**config.mk**
```make
export PLATFORM = sky130hd
export DESIGN_NAME = rll_keyed_pipe_flat
export DESIGN_NICKNAME = d
export VERILOG_FILES = /design/src/rtl/rll_keyed_pipe_if.sv /design/src/rtl/rll_keyed_pipe.sv /design/src/flat_wrapper.sv
export SDC_FILE = /design/constraint.sdc
export NUM_CORES = 1
export LEC_CHECK = 0
export CORE_MARGIN = 2
export CORE_UTILIZATION = 50
export CTS_BUF_LIST = sky130_fd_sc_hd__clkbuf_16
export CTS_CLUSTER_SIZE = 28
export DETAILED_ROUTE_END_ITERATION = 8
export PLACE_DENSITY = 0.76
export SYNTH_ARGS = -nofsm -noshare
export SYNTH_HDL_FRONTEND = slang
export SYNTH_SLANG_ARGS = --single-unit
export TNS_END_PERCENT = 1
```
**constraint.sdc**
```tcl
create_clock -name clk -period 1.6 [get_ports clk]
set_input_delay 0.32 -clock clk [delete_from_list [all_inputs] [get_ports clk]]
set_output_delay 0.32 -clock clk [all_outputs]
set_load 0.1 [all_outputs]
```
**src/rtl/rll_keyed_pipe_if.sv**
```systemverilog
// Valid/ready data bus between the stimulus source and the key-gated pipeline.
// The master drives the upstream beat and downstream ready; the slave is the pipeline.
interface rll_keyed_pipe_if #(
  parameter int DATA_W = 32
);
  logic              in_valid;
  logic              in_ready;
  logic [DATA_W-1:0] in_data;
  logic              out_valid;
  logic              out_ready;
  logic [DATA_W-1:0] out_data;

  modport master (
    output in_valid, in_data, out_ready,
    input  in_ready, out_valid, out_data
  );

  modport slave (
    input  in_valid, in_data, out_ready,
    output in_ready, out_valid, out_data
  );
endinterface

```
**src/rtl/rll_keyed_pipe.sv**
```systemverilog
// Key-gated elastic pipeline: ingress XOR/XNOR key gates followed by STAGES
// valid/ready registers, with a serially loaded shadow key committed atomically.
module rll_keyed_pipe #(
  parameter int               DATA_W   = 32,
  parameter int               KEY_W    = 32,
  parameter logic [KEY_W-1:0] POLARITY = '0,
  parameter int               STAGES   = 2
) (
  input  logic                clk,
  input  logic                rst_n,
  input  logic                key_si,
  input  logic                key_shift,
  input  logic                key_commit,
  rll_keyed_pipe_if.slave     bus,
  output logic [1:0]          key_state,
  output logic                key_err
);

  localparam int CNT_W = $clog2(KEY_W + 2);
  localparam logic [CNT_W-1:0] CNT_FULL = CNT_W'(KEY_W);
  localparam logic [CNT_W-1:0] CNT_MAX  = CNT_W'(KEY_W + 1);

  typedef enum logic [1:0] {
    IDLE  = 2'd0,
    LOAD  = 2'd1,
    ARMED = 2'd2
  } key_fsm_t;

  key_fsm_t          state;
  logic [KEY_W-1:0]  shadow;
  logic [KEY_W-1:0]  active_key;
  logic [CNT_W-1:0]  cnt;
  logic              committed;

  logic [STAGES-1:0] v;
  logic [DATA_W-1:0] d [STAGES];
  logic [STAGES-1:0] adv;
  logic [DATA_W-1:0] gated;

  // A stage advances unless it and every stage after it are full while downstream stalls.
  always_comb begin
    logic full;
    full = 1'b1;
    adv  = '0;
    for (int j = STAGES - 1; j >= 0; j--) begin
      full   = full & v[j];
      adv[j] = bus.out_ready | ~full;
    end
  end

  always_comb begin
    gated = bus.in_data;
    for (int i = 0; i < KEY_W; i++) begin
      gated[i] = bus.in_data[i] ^ active_key[i] ^ POLARITY[i];
    end
  end

  assign bus.in_ready  = adv[0];
  assign bus.out_valid = v[STAGES-1];
  assign bus.out_data  = d[STAGES-1];
  assign key_state     = state;

  always_ff @(posedge clk or negedge rst_n) begin
    if (!rst_n) begin
      v <= '0;
      for (int j = 0; j < STAGES; j++) begin
        d[j] <= '0;
      end
    end else begin
      if (adv[0]) begin
        v[0] <= bus.in_valid;
        if (bus.in_valid) begin
          d[0] <= gated;
        end
      end
      for (int j = 1; j < STAGES; j++) begin
        if (adv[j]) begin
          v[j] <= v[j-1];
          if (v[j-1]) begin
            d[j] <= d[j-1];
          end
        end
      end
    end
  end

  // Rejected commits fall back to ARMED only if some key has already been accepted.
  always_ff @(posedge clk or negedge rst_n) begin
    if (!rst_n) begin
      state      <= IDLE;
      shadow     <= '0;
      active_key <= '0;
      cnt        <= '0;
      committed  <= 1'b0;
      key_err    <= 1'b0;
    end else begin
      key_err <= 1'b0;
      if (key_shift && key_commit) begin
        key_err <= 1'b1;
        shadow  <= '0;
        cnt     <= '0;
        state   <= committed ? ARMED : IDLE;
      end else if (key_shift) begin
        shadow <= {shadow[KEY_W-2:0], key_si};
        if (cnt != CNT_MAX) begin
          cnt <= cnt + CNT_W'(1);
        end
        state <= LOAD;
      end else if (key_commit) begin
        cnt <= '0;
        if (state == LOAD && cnt == CNT_FULL) begin
          active_key <= shadow;
          committed  <= 1'b1;
          state      <= ARMED;
        end else begin
          key_err <= 1'b1;
          if (state == LOAD) begin
            state <= committed ? ARMED : IDLE;
          end
        end
      end
    end
  end

endmodule

```
**src/flat_wrapper.sv**
```systemverilog
// flat-port wrapper written by rule: the top's interface ports become plain ports
module rll_keyed_pipe_flat 
#(
  parameter int               DATA_W   = 32,
  parameter int               KEY_W    = 32,
  parameter logic [KEY_W-1:0] POLARITY = '0,
  parameter int               STAGES   = 2
)
  (clk, rst_n, key_si, key_shift, key_commit, key_state, key_err, bus_in_valid, bus_in_data, bus_out_ready, bus_in_ready, bus_out_valid, bus_out_data);
  rll_keyed_pipe_if #(.DATA_W(DATA_W)) bus_i ();
  input  logic clk;
  input  logic rst_n;
  input  logic key_si;
  input  logic key_shift;
  input  logic key_commit;
  output logic [1:0] key_state;
  output logic key_err;
  input wire logic [$bits(bus_i.in_valid)-1:0] bus_in_valid;
  input wire logic [$bits(bus_i.in_data)-1:0] bus_in_data;
  input wire logic [$bits(bus_i.out_ready)-1:0] bus_out_ready;
  output wire logic [$bits(bus_i.in_ready)-1:0] bus_in_ready;
  output wire logic [$bits(bus_i.out_valid)-1:0] bus_out_valid;
  output wire logic [$bits(bus_i.out_data)-1:0] bus_out_data;
  assign bus_i.in_valid = bus_in_valid;
  assign bus_i.in_data = bus_in_data;
  assign bus_i.out_ready = bus_out_ready;
  assign bus_in_ready = bus_i.in_ready;
  assign bus_out_valid = bus_i.out_valid;
  assign bus_out_data = bus_i.out_data;
  rll_keyed_pipe #(.DATA_W(DATA_W), .KEY_W(KEY_W), .POLARITY(POLARITY), .STAGES(STAGES)) u_core (.clk(clk), .rst_n(rst_n), .key_si(key_si), .key_shift(key_shift), .key_commit(key_commit), .bus(bus_i), .key_state(key_state), .key_err(key_err));
endmodule
```
# Word level (Yosys, flattened, before mapping)
# Index checks and enable logic that the tools add are counted.
# W data, S select, Z words.
[totals] input_bits=39 wordCells=80 output_inout_bits=37 regBits=140
[classes] n_reduce_logical=10 add_sub_neg=1 eq_ne=4 n_bitwise=39 n_mux=16
[ops] operator="$mux W32" count=2
[ops] operator="$xor A1 B1 Y1" count=32
[ops] operator="$mux W6" count=4
[ops] operator="$mux W2" count=6
[ops] operator="$reduce_and A2 Y1" count=4
[ops] operator="$add A6 B1 Y6 const B" count=1
[ops] operator="$eq A6 B6 Y1 const B" count=1
[ops] operator="$ne A6 B6 Y1 const B" count=1
[ops] operator="$mux W1" count=4
[ops] operator="$not A1 Y1" count=4
[ops] operator="$reduce_and A4 Y1" count=1
[ops] operator="$reduce_bool A4 Y1" count=1
[ops] operator="$ne A3 B1 Y1 const B" count=1
[ops] operator="$reduce_bool A3 Y1" count=1
[ops] operator="$eq A2 B1 Y1 const B" count=1
[ops] operator="$logic_and A1 B1 Y1" count=2
[ops] operator="$or A1 B1 Y1" count=2
[ops] operator="$reduce_bool A2 Y1" count=1
[ops] operator="$and A1 B1 Y1" count=1

# Longest topological paths before layout
[logic_depth] word_depth=6 depth_mapped=6 mapped_depth_nobuf=5

# Worst setup path before layout
# Ideal clock, no wire load.
[synth_path] path_type="register to register" start="register u_core.v[1]" end="register u_core.d[33] (netlist bit)" path_stages_with_launch=5 setup_time_ns=0.125 t_required_ns=1.475 synth_period_minus_slack_ns=3.057 path_slack_ns=-1.457 arrival_time_ns=2.932 n_path_buf=1 path_cell_list="dfrtp_1 > nand3b_1 > nand2_1 > buf_2 > mux2_2"
[synth_via] elab_chain_len=4
[synth_rtl] item="start, declared" line="rll_keyed_pipe.sv:35" source="logic [STAGES-1:0] v;"
[synth_rtl] item="start signal, assigned by index" line="rll_keyed_pipe.sv:78" source="v[j] <= v[j-1];"
[synth_rtl] item="$and A1 B1 Y1" line="rll_keyed_pipe.sv:46" source="full = full & v[j];"
[synth_rtl] item="$not A1 Y1" line="rll_keyed_pipe.sv:47" source="adv[j] = bus.out_ready | ~full;"
[synth_rtl] item="$or A1 B1 Y1" line="rll_keyed_pipe.sv:47"
[synth_rtl] item="named net bus_in_ready" line="flat_wrapper.sv:21" source="output wire logic [$bits(bus_i.in_ready)-1:0] bus_in_ready;"
[synth_rtl] item="$reduce_and A2 Y1 (no line)"
[synth_rtl] item="end signal, assigned by index" line="rll_keyed_pipe.sv:80" source="d[j] <= d[j-1];"
[synth_rtl] item="end, declared" line="rll_keyed_pipe.sv:36" source="logic [DATA_W-1:0] d [STAGES];"
# The timed path passes the listed nets, and every way through them passes these cells.
# A chain may end at the register's enable or synchronous reset.

# Worst setup path in the final report
[layout_path] start="register u_core.cnt[1]" end="register u_core.active_key[24]"
[layout_via] elab_chain_len=3
[layout_rtl] item="start, declared" line="rll_keyed_pipe.sv:32" source="logic [CNT_W-1:0] cnt;"
[layout_rtl] item="start signal, assigned" line="rll_keyed_pipe.sv:106" source="cnt <= cnt + CNT_W'(1);"
[layout_rtl] item="$eq A6 B6 Y1" line="rll_keyed_pipe.sv:111" source="if (state == LOAD && cnt == CNT_FULL) begin"
[layout_rtl] item="$logic_and A1 B1 Y1" line="rll_keyed_pipe.sv:111"
[layout_rtl] item="$reduce_and A4 Y1 (no line)"
[layout_rtl] item="end signal, assigned" line="rll_keyed_pipe.sv:112" source="active_key <= shadow;"
[layout_rtl] item="end, declared" line="rll_keyed_pipe.sv:31" source="logic [KEY_W-1:0] active_key;"
# Every way passes these cells.

==> reports/qor.yml <==
status:
  outcome: "finished, violations left"
  violations: "setup timing"
power:
  pwr-share-seq: 0.371
  clockPowerShare: 0.326
  swShare: 0.339
  power_density_nw_per_um2: 1410
  peakVddDrop_v: 0.000690
  p_int_w: 0.00749
  total_power_w: 0.0113
  p_switching_w: 0.00384
  combPwrFrac: 0.302
  power.leakage_nw: 3.75
routing:
  vias_per_cell: 5.04
  drc: 0
  wl_per_cell_um: 15.8
  vias: 3521
  routed_wl_um: 11000
  initialDrtViolationCount: 183
  dr.pass1.iters: 4
  ant_nets: 0
cells_and_area:
  drive_gt1_frac: 0.379
  multiInputGateArea_um2: 2110
  syn_to_final_growth_pct: 32.6
  diodes: 0
  layout.nets: 581
  final_common_cell: "dfrtp_1"
  mostFrequentLayoutCells: "dfrtp_1, mux2_2, buf_12"
  seqCellArea_um2: 3510
  fillers: 829
  finalInstanceArea_um2: 8050
critical_path:
  r2r-start: "u_core.cnt[1]"
  crit_type: "reg -> reg"
  critPathLaunch: "u_core.cnt[1]"
  startpoint_type: "flop"
  cp-end-kind: "flop"
  r2r_cells: 7
  cp_max_fo: 7
  critPathArrivalTime_ns: 2.03
  cp.required_ns: 1.89
sta:
  tightest_slew_ns: 0.590
  post-route-period-util: 1.09
  setup_viol: 32
  drv_slew: 0
  slew_headroom: 0.606
  grt_setup_unrepaired: "yes"
  min_period_ns: 1.74
  final-hold-violation-count: 0
  timing.fmax_ghz: 0.575
  fin_ws_ns: -0.140
  fin_worst_skew_ns: 0.00507
logic_synthesis:
  yosysWarnings: 0
  synth_top_area_frac: 0.577
  ys_seq_elements: 140
  yosys-top-cells-area: "dfrtp_1, mux2_2, mux2_4"
  syn_area_um2: 6070
  yosysUniqueCellTypes: 28
  synth-main-ff-cell: "dfrtp_1"
  syn_nets: 504
  synth_edf_count: 0
  synthCells: 462
  synthArstFlopShare: 1.00
  synth.avg_cell_area_um2: 13.1
  yosysSeqAreaShare: 0.577
  synth_top_cell_by_area: "dfrtp_1"
clock_network:
  numCtsBuffers: 17
  clk_path_buf_depth: 2
  htree_levels: 4
  clkTransAtPathRegs_ns: 0.06
  clk_latency_ns: 0.41
  clk_root_buffer_cell: "clkbuf_16"
  clock-sinks: 140
  cts_tree: "done"
place:
  place_area_um2: 7340
  place_congestion: 0.789
  place_hpwl_um: 7000
  port_buffers: 75
global_route:
  antenna_found_initial: 0
  grt_max_degree: 80
  grt_overflow: 0
  grt_pass1_vias: 3754
  grt_pass1_wl_um: 18500
  grt_use_total: 0.184
floorplan:
  chipHeight_um: 114
  initial_core_util: 0.509
  core_um2: 11900
  design.die.area_um2: 13000
  num_rows: 40
  ios: 76
  die_w_um: 114
job:
  max_cap_viol_count: 0
hold_path:
  hold_path.class: "in -> async"
layer usage:
metal / vias to the layer above / routed length [µm] / track usage
met2: 76 / 5520 / 0.294
met5: - / 0 / 0
met3: 18 / 361 / 0.0461
met4: 0 / 181 / 0.0732
met1: 1754 / 4960 / 0.243
li1: 1673 / - / -
worst paths after layout:
path                            slack, ns                     end
worst max-delay path                -0.14   u_core.active_key[24]
worst min-delay path                 0.25  u_core.bus.out_data[3]
worst max register to register      -0.14   u_core.active_key[24]
worst min register to register       0.50            u_core.d[41]
max in group asynchronous            0.73             u_core.v[1]
min in group clk                     0.42       u_core.shadow[21]
area by class of cell:
| cell class | count | share of cell area |
|---|---|---|
| multi-input combinational | 235 | 0.262 |
| sequential | 140 | 0.436 |
| clock buffer | 17 | 0.0529 |
| tap | 147 | 0.0229 |
| timing repair buffer | 111 | 0.195 |
| clock inverter | 14 | 0.0163 |
| inverter | 34 | 0.0159 |
cells in the mapped netlist, types with 2 or more instances:
library cell	number
xor2_1	34
nor2_1	5
nand2b_1	7
buf_2	6
clkbuf_1	11
nand4_1	2
inv_1	34
buf_6	3
a21boi_0	2
mux2_2	68
ha_1	3
o21ai_0	12
o22ai_1	23
nand2_1	36
nand3_1	2
dfrtp_1	140
a21oi_1	4
buf_4	32
mux2_4	29
cell families after synthesis:
logic type	Yosys count	share of synthesized area
compound gates	42	0.0408
xor+xnor	34	0.0491
fa+ha+maj	3	0.00619
buf+inv	87	0.0786
flops	140	0.577
mux	98	0.200
simple gates	58	0.0485
registers in the layout (all words and copies together), names as in the netlist:
signal / cells
u_core.active_key: 32
u_core.bus.out_data: 32
u_core.cnt: 6
u_core.committed: 1
u_core.d: 32
u_core.key_err: 1
u_core.key_state: 2
u_core.shadow: 32
u_core.v: 2
power groups by stage:
stage	Clock, W	Sequential (W)	Combinational [W]
after global routing	0.00394	0.00425	0.00353
after detailed placement	0	0.00427	0.00342
final	0.00370	0.00421	0.00342
after global placement	0	0.00425	0.00338
after CTS	0.00375	0.00421	0.00345
after floorplan	0	0.00412	0.00246
through the flow:
stage / setup WS, ns / hold WS, ns / util / cells / TNS, ns
after floorplan: -0.896 / 0.0244 / - / 462 / -42.82
after global placement: -0.120 / 0.105 / 0.617 / 658 / -9.45
after detailed placement: -0.158 / 0.105 / 0.617 / 658 / -10.58
after CTS: -0.115 / 0.237 / 0.675 / 697 / -3.06
after global routing: -0.182 / 0.237 / 0.676 / 698 / -5.22
final: -0.140 / 0.250 / 0.676 / 698 / -3.77
repair_timing:
item	CTS	global route
pin swaps	1	1
buffers inserted	6	1
setup endpoints to repair	31	34
resized for setup	10	0
hold endpoints to repair	140	0
hold buffers	1	0
cloned	2	0
worst max-delay path, cell delays in order (launching register included):
cell and delay (ns):
dfrtp_1 0.39, inv_2 0.09, ha_4 0.12, and4bb_2 0.28, nand3_4 0.12, buf_12 0.18
buf_12 0.14, mux2_4 0.29
No activity file was read; power rests on OpenSTA's default activity.
